## config.mk

```make
export PLATFORM = sky130hd
export DESIGN_NAME = msad_tracker
export DESIGN_NICKNAME = d
export VERILOG_FILES = /design/src/rtl/msad_tracker.sv
export SDC_FILE = /design/constraint.sdc
export NUM_CORES = 1
export LEC_CHECK = 0
export CAP_MARGIN = 15
export CORE_ASPECT_RATIO = 0.8
export CORE_MARGIN = 2
export CORE_UTILIZATION = 54
export CTS_BUF_LIST = sky130_fd_sc_hd__clkbuf_16
export DETAILED_ROUTE_END_ITERATION = 6
export GPL_ROUTABILITY_DRIVEN = 0
export PLACE_DENSITY = 0.84
export SYNTH_ARGS = -nofsm -noshare
export SYNTH_HDL_FRONTEND = slang
export SYNTH_SLANG_ARGS = --single-unit
```

## constraint.sdc

```tcl
create_clock -name clk_i -period 3.9 [get_ports clk_i]
set_input_delay 0.78 -clock clk_i [delete_from_list [all_inputs] [get_ports clk_i]]
set_output_delay 0.78 -clock clk_i [all_outputs]
set_load 0.1 [all_outputs]
```

## src/rtl/msad_tracker.sv

```systemverilog
// msad_tracker: two-stage registered minimum-SAD tracker for one motion-estimation
// search window. Stage 1 reduces each incoming batch to its minimum. Stage 2 folds
// that minimum into the running best. A one-cycle strobe then publishes the winning
// SAD and its signed motion vector.
module msad_tracker #(
   parameter int unsigned PIXELS_IN_BATCH = 16,
   parameter int unsigned SAD_BIT_WIDTH   = 14,
   parameter int unsigned NUM_BATCHES     = 16,
   parameter int unsigned MV_OFFSET       = 8,
   parameter int unsigned MV_BIT_WIDTH    = 5
) (
   input  logic                                     clk_i,
   input  logic                                     rst_i,
   input  logic                                     start_i,
   input  logic                                     batch_valid_i,
   input  logic [PIXELS_IN_BATCH*SAD_BIT_WIDTH-1:0] sad_batch_i,
   output logic                                     busy_o,
   output logic                                     result_valid_o,
   output logic [SAD_BIT_WIDTH-1:0]                 best_sad_o,
   output logic [MV_BIT_WIDTH-1:0]                  mv_x_o,
   output logic [MV_BIT_WIDTH-1:0]                  mv_y_o
);

   localparam int unsigned PixW = (PIXELS_IN_BATCH > 1) ? $clog2(PIXELS_IN_BATCH) : 1;
   localparam int unsigned CntW = (NUM_BATCHES > 1) ? $clog2(NUM_BATCHES) : 1;

   localparam logic [1:0] StIdle   = 2'd0;
   localparam logic [1:0] StSearch = 2'd1;
   localparam logic [1:0] StDrain  = 2'd2;
   localparam logic [1:0] StDone   = 2'd3;

   logic [1:0]               state_q, state_d;
   logic [CntW-1:0]          cnt_q, cnt_d;
   logic                     s1_valid_q, s1_valid_d;
   logic [SAD_BIT_WIDTH-1:0] s1_min_q, s1_min_d;
   logic [PixW-1:0]          s1_pix_q, s1_pix_d;
   logic [CntW-1:0]          s1_batch_q, s1_batch_d;
   logic [SAD_BIT_WIDTH-1:0] best_sad_q, best_sad_d;
   logic [PixW-1:0]          best_pix_q, best_pix_d;
   logic [CntW-1:0]          best_batch_q, best_batch_d;
   logic                     res_valid_q, res_valid_d;
   logic [SAD_BIT_WIDTH-1:0] res_sad_q, res_sad_d;
   logic [MV_BIT_WIDTH-1:0]  res_mv_x_q, res_mv_x_d;
   logic [MV_BIT_WIDTH-1:0]  res_mv_y_q, res_mv_y_d;

   logic                     accept;
   logic [SAD_BIT_WIDTH-1:0] batch_min;
   logic [PixW-1:0]          batch_idx;

   assign accept = (state_q == StSearch) && batch_valid_i;

   // Batch minimum; strict less-than keeps the lowest pixel index on ties.
   always_comb begin
      batch_min = sad_batch_i[SAD_BIT_WIDTH-1:0];
      batch_idx = '0;
      for (int p = 1; p < PIXELS_IN_BATCH; p++) begin
         if (sad_batch_i[p*SAD_BIT_WIDTH +: SAD_BIT_WIDTH] < batch_min) begin
            batch_min = sad_batch_i[p*SAD_BIT_WIDTH +: SAD_BIT_WIDTH];
            batch_idx = PixW'(p);
         end
      end
   end

   // Window sequencing and batch counter.
   always_comb begin
      state_d = state_q;
      cnt_d   = cnt_q;
      case (state_q)
         StIdle: begin
            if (start_i) begin
               state_d = StSearch;
               cnt_d   = '0;
            end
         end
         StSearch: begin
            if (accept) begin
               // The counter stops on the last batch, so it never wraps within a window.
               if (cnt_q == CntW'(NUM_BATCHES - 1)) state_d = StDrain;
               else                                 cnt_d   = cnt_q + CntW'(1);
            end
         end
         StDrain: state_d = StDone;
         StDone:  state_d = StIdle;
         default: state_d = StIdle;
      endcase
   end

   // Stage 1 captures the per-batch minimum; stage 2 folds it into the running best.
   always_comb begin
      s1_valid_d   = accept;
      s1_min_d     = s1_min_q;
      s1_pix_d     = s1_pix_q;
      s1_batch_d   = s1_batch_q;
      best_sad_d   = best_sad_q;
      best_pix_d   = best_pix_q;
      best_batch_d = best_batch_q;
      if (accept) begin
         s1_min_d   = batch_min;
         s1_pix_d   = batch_idx;
         s1_batch_d = cnt_q;
      end
      if ((state_q == StIdle) && start_i) begin
         best_sad_d   = '1;
         best_pix_d   = '0;
         best_batch_d = '0;
      end else if (s1_valid_q && (s1_min_q < best_sad_q)) begin
         // Strict less-than lets the earliest batch win ties across batches.
         best_sad_d   = s1_min_q;
         best_pix_d   = s1_pix_q;
         best_batch_d = s1_batch_q;
      end
   end

   // The result registers load only in DONE and hold their value until the next DONE.
   always_comb begin
      res_valid_d = (state_q == StDone);
      res_sad_d   = res_sad_q;
      res_mv_x_d  = res_mv_x_q;
      res_mv_y_d  = res_mv_y_q;
      if (state_q == StDone) begin
         res_sad_d  = best_sad_q;
         res_mv_x_d = MV_BIT_WIDTH'(32'(best_pix_q) - 32'(MV_OFFSET));
         res_mv_y_d = MV_BIT_WIDTH'(32'(best_batch_q) - 32'(MV_OFFSET));
      end
   end

   // All state registers; an asynchronous reset discards any partial window.
   always_ff @(posedge clk_i or posedge rst_i) begin
      if (rst_i) begin
         state_q      <= StIdle;
         cnt_q        <= '0;
         s1_valid_q   <= 1'b0;
         s1_min_q     <= '0;
         s1_pix_q     <= '0;
         s1_batch_q   <= '0;
         best_sad_q   <= '1;
         best_pix_q   <= '0;
         best_batch_q <= '0;
         res_valid_q  <= 1'b0;
         res_sad_q    <= '0;
         res_mv_x_q   <= '0;
         res_mv_y_q   <= '0;
      end else begin
         state_q      <= state_d;
         cnt_q        <= cnt_d;
         s1_valid_q   <= s1_valid_d;
         s1_min_q     <= s1_min_d;
         s1_pix_q     <= s1_pix_d;
         s1_batch_q   <= s1_batch_d;
         best_sad_q   <= best_sad_d;
         best_pix_q   <= best_pix_d;
         best_batch_q <= best_batch_d;
         res_valid_q  <= res_valid_d;
         res_sad_q    <= res_sad_d;
         res_mv_x_q   <= res_mv_x_d;
         res_mv_y_q   <= res_mv_y_d;
      end
   end

   assign busy_o         = (state_q != StIdle);
   assign result_valid_o = res_valid_q;
   assign best_sad_o     = res_sad_q;
   assign mv_x_o         = res_mv_x_q;
   assign mv_y_o         = res_mv_y_q;

endmodule

```

==> summary.md, run 1 <==
| Metric | Value |
|---|---|
| Fraction of registers with async set or reset after synthesis | `1.000` |
| Std-Cell Rows | `48` |
| Mapped Area | `0.01204 mm^2` |
| Vias in the first global route | `21290` |
| Synthesis-stage register bit count | `74` |
| Top Ports | `254` |
| First-pass GRT wire length | `125.7 mm` |
| CTS H-tree depth | `3` |
| Largest net degree at the start of global routing | `34` |
| Die Y | `137.6 um` |
| Dpl hpwl | `39.83 mm` |
| Grt ovf | `32` |
| Mean post-synth cell area | `7.758 um^2` |
| Initial Utilization | `0.5538` |
| Synth Instances | `1552` |
| Yosys cell types | `105` |
| Top_reg_cell synth | `dfrtp_1` |
| Yosys warning total | `0` |
| Number of flops mapped to enable cells by yosys | `0` |
| Outcome | `aborted with a tool error` |
| Clock sink total | `74` |
| Pre-CTS WS | `-26.77 ns` |
| Hold-fix buffers at CTS | `0` |
| Die X | `170.9 um` |
| Clk Tree Root Cell | `clkbuf_16` |
| Synthesized Nets | `1957` |
| Overall Global Routing Usage | `0.7120` |
| Port Buffer Count | `253` |
| Register area share after synthesis | `0.1553` |
| Deepest clock path buffer count | `2` |
| CTS buffer count | `9` |
| Run Error | `[ERROR GRT-0116] Global routing finished with congestion. Check the congestion regions in the DRC Viewer.` |
| Stop stage | `global routing` |
## cells in the mapped netlist (all sizes together) (15+ instances only)
cell type | instances | share of area
nand2 | 161 | 0.050
a211oi | 19 | 0.013
o21ai | 123 | 0.051
a21o | 38 | 0.024
clkbuf | 34 | 0.011
buf | 20 | 0.010
ha | 177 | 0.18
nor3 | 24 | 0.010
nand3 | 32 | 0.013
nand4 | 17 | 0.0088
nor2b | 23 | 0.012
nand2b | 22 | 0.011
nor2 | 134 | 0.043
mux2 | 35 | 0.033
a31oi | 15 | 0.0096
inv | 133 | 0.041
o211ai | 27 | 0.019
dfrtp | 60 | 0.12
or2 | 19 | 0.0099
a21oi | 131 | 0.055
mux2i | 68 | 0.057
## metrics by stage
| stage | area, um^2 | hold slack (ns) | setup TNS, ns | instances |
|---|---|---|---|---|
| floorplan | 12550 | 0.4271 | -455.14 | 1552 |
| global placement | 18420 | 0.4481 | -448.40 | 2499 |
| detailed placement | 18420 | 0.4630 | -480.29 | 2499 |
| CTS | 20160 | 0.4926 | -449.78 | 2607 |
## logic make-up after synthesis
kind of cell / count (synthesis) / share of synthesized area
DFF: 74 / 0.1553
and+or+nand+nor: 499 / 0.2060
muxes: 103 / 0.09020
AOI/OAI and AO/OA: 482 / 0.2807
xor gates and xnor gates: 25 / 0.01819
buffers and inverters: 188 / 0.06245
adders and majority gates: 181 / 0.1873
## routing by layer
| metal | overflow | global-route usage |
|---|---|---|
| met2 | 17 | 0.9026 |
| met4 | 14 | 0.6728 |
| met3 | 1 | 0.5941 |
| met1 | 0 | 0.6859 |
| met5 | 0 | 0.2630 |
## timing repair
item | CTS
endpoints found under the setup margin | 18
resized for setup | 188
setup buffers | 85
pin swaps | 99
hold endpoints to repair | 0
cloned | 7
==> run 2: changes to the inputs <==
- CORE_ASPECT_RATIO: 0.8 -> not set
- CORE_UTILIZATION: 54 -> 40
- CTS_BUF_LIST: sky130_fd_sc_hd__clkbuf_16 -> not set
- PLACE_DENSITY: 0.84 -> not set
- PLACE_DENSITY_LB_ADDON: not set -> 0.15
==> run 2 against run 1 <==
Area after synthesis did not move. The flow now finishes, with violations (setup timing). Synthesized cell count did not move.
==> summary.md, run 2 <==
| Metric | Value |
|---|---|
| Critical path's slowest cell | `or4_4` |
| Final hold slack | `0.4654 ns` |
| Number of flops mapped to enable cells by yosys | `0 (unchanged)` |
| Die area | `0.03150 mm^2` |
| Max Fclk | `33.55 MHz` |
| Setup slack after layout | `-25.91 ns` |
| Slowest cell delay on critical path | `0.51 ns` |
| Max-cap violations | `0` |
| Vias per cell | `5.760` |
| DRT iter0 DRCs | `1044` |
| Vias in the first global route | `16280` |
| Overall Global Routing Usage | `0.3112` |
| Port Buffer Count | `253 (unchanged)` |
| Clock Skews | `0.01030 ns` |
| Deepest clock path buffer count | `2 (unchanged)` |
| CTS tree | `yes` |
| Rel. slew slack | `0.3384` |
| Initial antenna violation count | `4` |
| Slew @ Worst Pin | `0.9894 ns` |
| Clk pin slew, worst setup/hold paths | `0.06 ns` |
| Largest net degree at the start of global routing | `43` |
| Clock sink total | `74 (unchanged)` |
| CTS H-tree depth | `3 (unchanged)` |
| Fraction of registers with async set or reset after synthesis | `1.000 (unchanged)` |
| Yosys warning total | `0 (unchanged)` |
| Layout Cells excl Fill | `2839` |
| Vias post-DR | `16350` |
| Crit Path Class | `in2reg` |
| Core area | `0.02964 mm^2` |
| Max-slew violations | `0` |
| Mapped Area | `0.01204 mm^2 (unchanged)` |
| Inst Count DP | `2614 (+4.6%)` |
| Critical Path AT | `30.02 ns` |
| Fin crit period | `29.81 ns` |
| Commonest non-fill, non-tap cell in the layout | `buf_4` |
| Initial Utilization | `0.4062 (-0.1476)` |
| Antenna-violating nets left | `0` |
| Top Ports | `254 (unchanged)` |
| Hold-fix buffers at CTS | `0 (unchanged)` |
| Hold Violations, Final | `0` |
| Tcrit/Tclk final | `7.643` |
| Commonest non-fill, non-tap cells in the layout | `buf_4 (618), clkdlybuf4s50_1 (224), nand2_1 (135), ha_1 (112), nor2_1 (105)` |
| Cell repeated most along the worst path | `buf_4` |
| # DRC | `0` |
| 1st-pass router iterations | `5` |
| Startpoint Class | `input pin` |
| Share of the synthesized area in the top cell type | `0.1839 (unchanged)` |
| First-pass GRT wire length | `79.66 mm` |
| Most instantiated library cell after synthesis | `ha_1` |
| Synth area leader | `ha_1` |
| Worst-Skew Late Latency | `0.33 ns` |
| Failing checks | `setup timing` |
| RSZ-0062 raised after global routing | `yes` |
| Die Y | `177.5 um (+29%)` |
| Die X | `177.5 um (+3.8%)` |
| Synth area leaders | `ha_1 (18%), dfrtp_1 (12%), mux2i_1 (5.5%)` |
| Synth Instances | `1552 (unchanged)` |
| Final setup fails | `18` |
| Nets | `2843` |
| Syn-to-layout area delta | `90.70%` |
| Grt ovf | `0` |
| Share of cells above drive strength 1 | `0.4765` |
| Worst Setup End Kind | `flop` |
| Std-Cell Rows | `63 (+31%)` |
| Outcome | `finished, violations left` |
| Register area share after synthesis | `0.1553 (unchanged)` |
| Aggregate routed wire length | `56.22 mm` |
| Worst-path maximum fanout | `10` |
| Mean post-synth cell area | `7.758 um^2 (unchanged)` |
| Yosys cell types | `105 (unchanged)` |
| Clk Tree Root Cell | `clkbuf_16` |
| Dpl hpwl | `35.59 mm (-11%)` |
| Hold Path Class | `reg2reg` |
| Avg WL per Cell | `19.80 um` |
| CTS buffer count | `9 (unchanged)` |
| Critical Path RT | `4.12 ns` |
| Synthesized Nets | `1957 (unchanged)` |
| Synth cell count leaders | `ha_1 (177), nand2_1 (160), inv_1 (133)` |
| Top_reg_cell synth | `dfrtp_1` |
| Synthesis-stage register bit count | `74 (unchanged)` |
[run 2: worst max-delay path, delay by kind of cell]
kind | cells | cell delay, ns
AOI/OAI and AO/OA | 64 | 11.64
and+or+nand+nor | 42 | 6.18
buffers and inverters | 43 | 5.58
adders and majority gates | 14 | 3.60
muxes | 8 | 2.19
[run 2: layout make-up]
type                            count  area [um^2]
Multi-Input combinational cell   1295        11920
Timing Repair Buffer              924         7876
Fill cell                        1896         6678
Sequential cell                    74         1869
Inverter                          134        520.5
Tap cell                          390        488.0
Clock buffer                       10        229.0
Clock inverter                      6        42.54
Antenna cell                        6        15.01
[run 2: cells by family (layout without fill, tap and decap cells)]
| group | count (synthesis) | after routing | synth area share |
|---|---|---|---|
| mux | 103 | 103 | 0.09020 |
| fa+ha+maj | 181 | 181 | 0.1873 |
| flops | 74 | 74 | 0.1553 |
| other cells | 0 | 6 | 0 |
| compound gates | 482 | 486 | 0.2807 |
| simple gates | 499 | 500 | 0.2060 |
| buf+inv | 188 | 1074 | 0.06245 |
| xor+xnor | 25 | 25 | 0.01819 |
[run 2: metrics by stage]
step	setup TNS (ns)	area (um^2)	utilization	setup WS (ns)
after floorplan	-455.14	12550	-	-25.38
after global placement	-453.10	18720	0.6315	-25.23
after detailed placement	-468.20	18720	0.6315	-26.07
after CTS	-428.58	21790	0.7353	-23.90
after global routing	-482.66	22960	0.7745	-26.91
final	-464.58	22960	0.7747	-25.91
[run 2: per-layer routing]
layer	track usage	vias to the layer above	wire, um
met2	0.5556	777	27510
met1	0.3722	7786	21760
li1	-	7508	-
met4	0.1390	0	3402
met3	0.03728	281	3551
met5	0	-	0
[run 2: path summary, 6_finish.rpt]
path	cells after the start	from	slack (ns)	endpoint
max reg2reg	18	best_sad_q[1]$_DFFE_PP1P_	0.39	best_sad_q[1]$_DFFE_PP1P_
min reg2reg	1	best_pix_q[3]$_DFFE_PP0P_	0.47	mv_x_o[3]$_DFFE_PP0P_
min in group asynchronous	2	rst_i	0.96	best_sad_o[2]$_DFFE_PP0P_
min	1	best_pix_q[3]$_DFFE_PP0P_	0.47	mv_x_o[3]$_DFFE_PP0P_
max in group asynchronous	3	rst_i	2.11	best_sad_q[4]$_DFFE_PP1P_
max	171	sad_batch_i[9]	-25.91	s1_min_q[2]$_DFFE_PP0P_
[run 2: timing repair]
item,4_1_cts,5_1_grt
setup endpoints to repair,18,18
gates resized for setup,399,174
gates cloned,12,1
pin swaps,170,134
buffers inserted,154,37
Power of run 2 is left out: the tool's default activity adds up to more than one toggle a clock period on the data nets, which glitch-free logic cannot reach.
==> run 3: changes to the inputs <==
- ABC_CLOCK_PERIOD_IN_PS: not set -> 3900
==> results of run 3 <==
Same layout as run 2: the final DEF is identical, and so are final timing and power.
Power of run 3 is left out for the same reason.
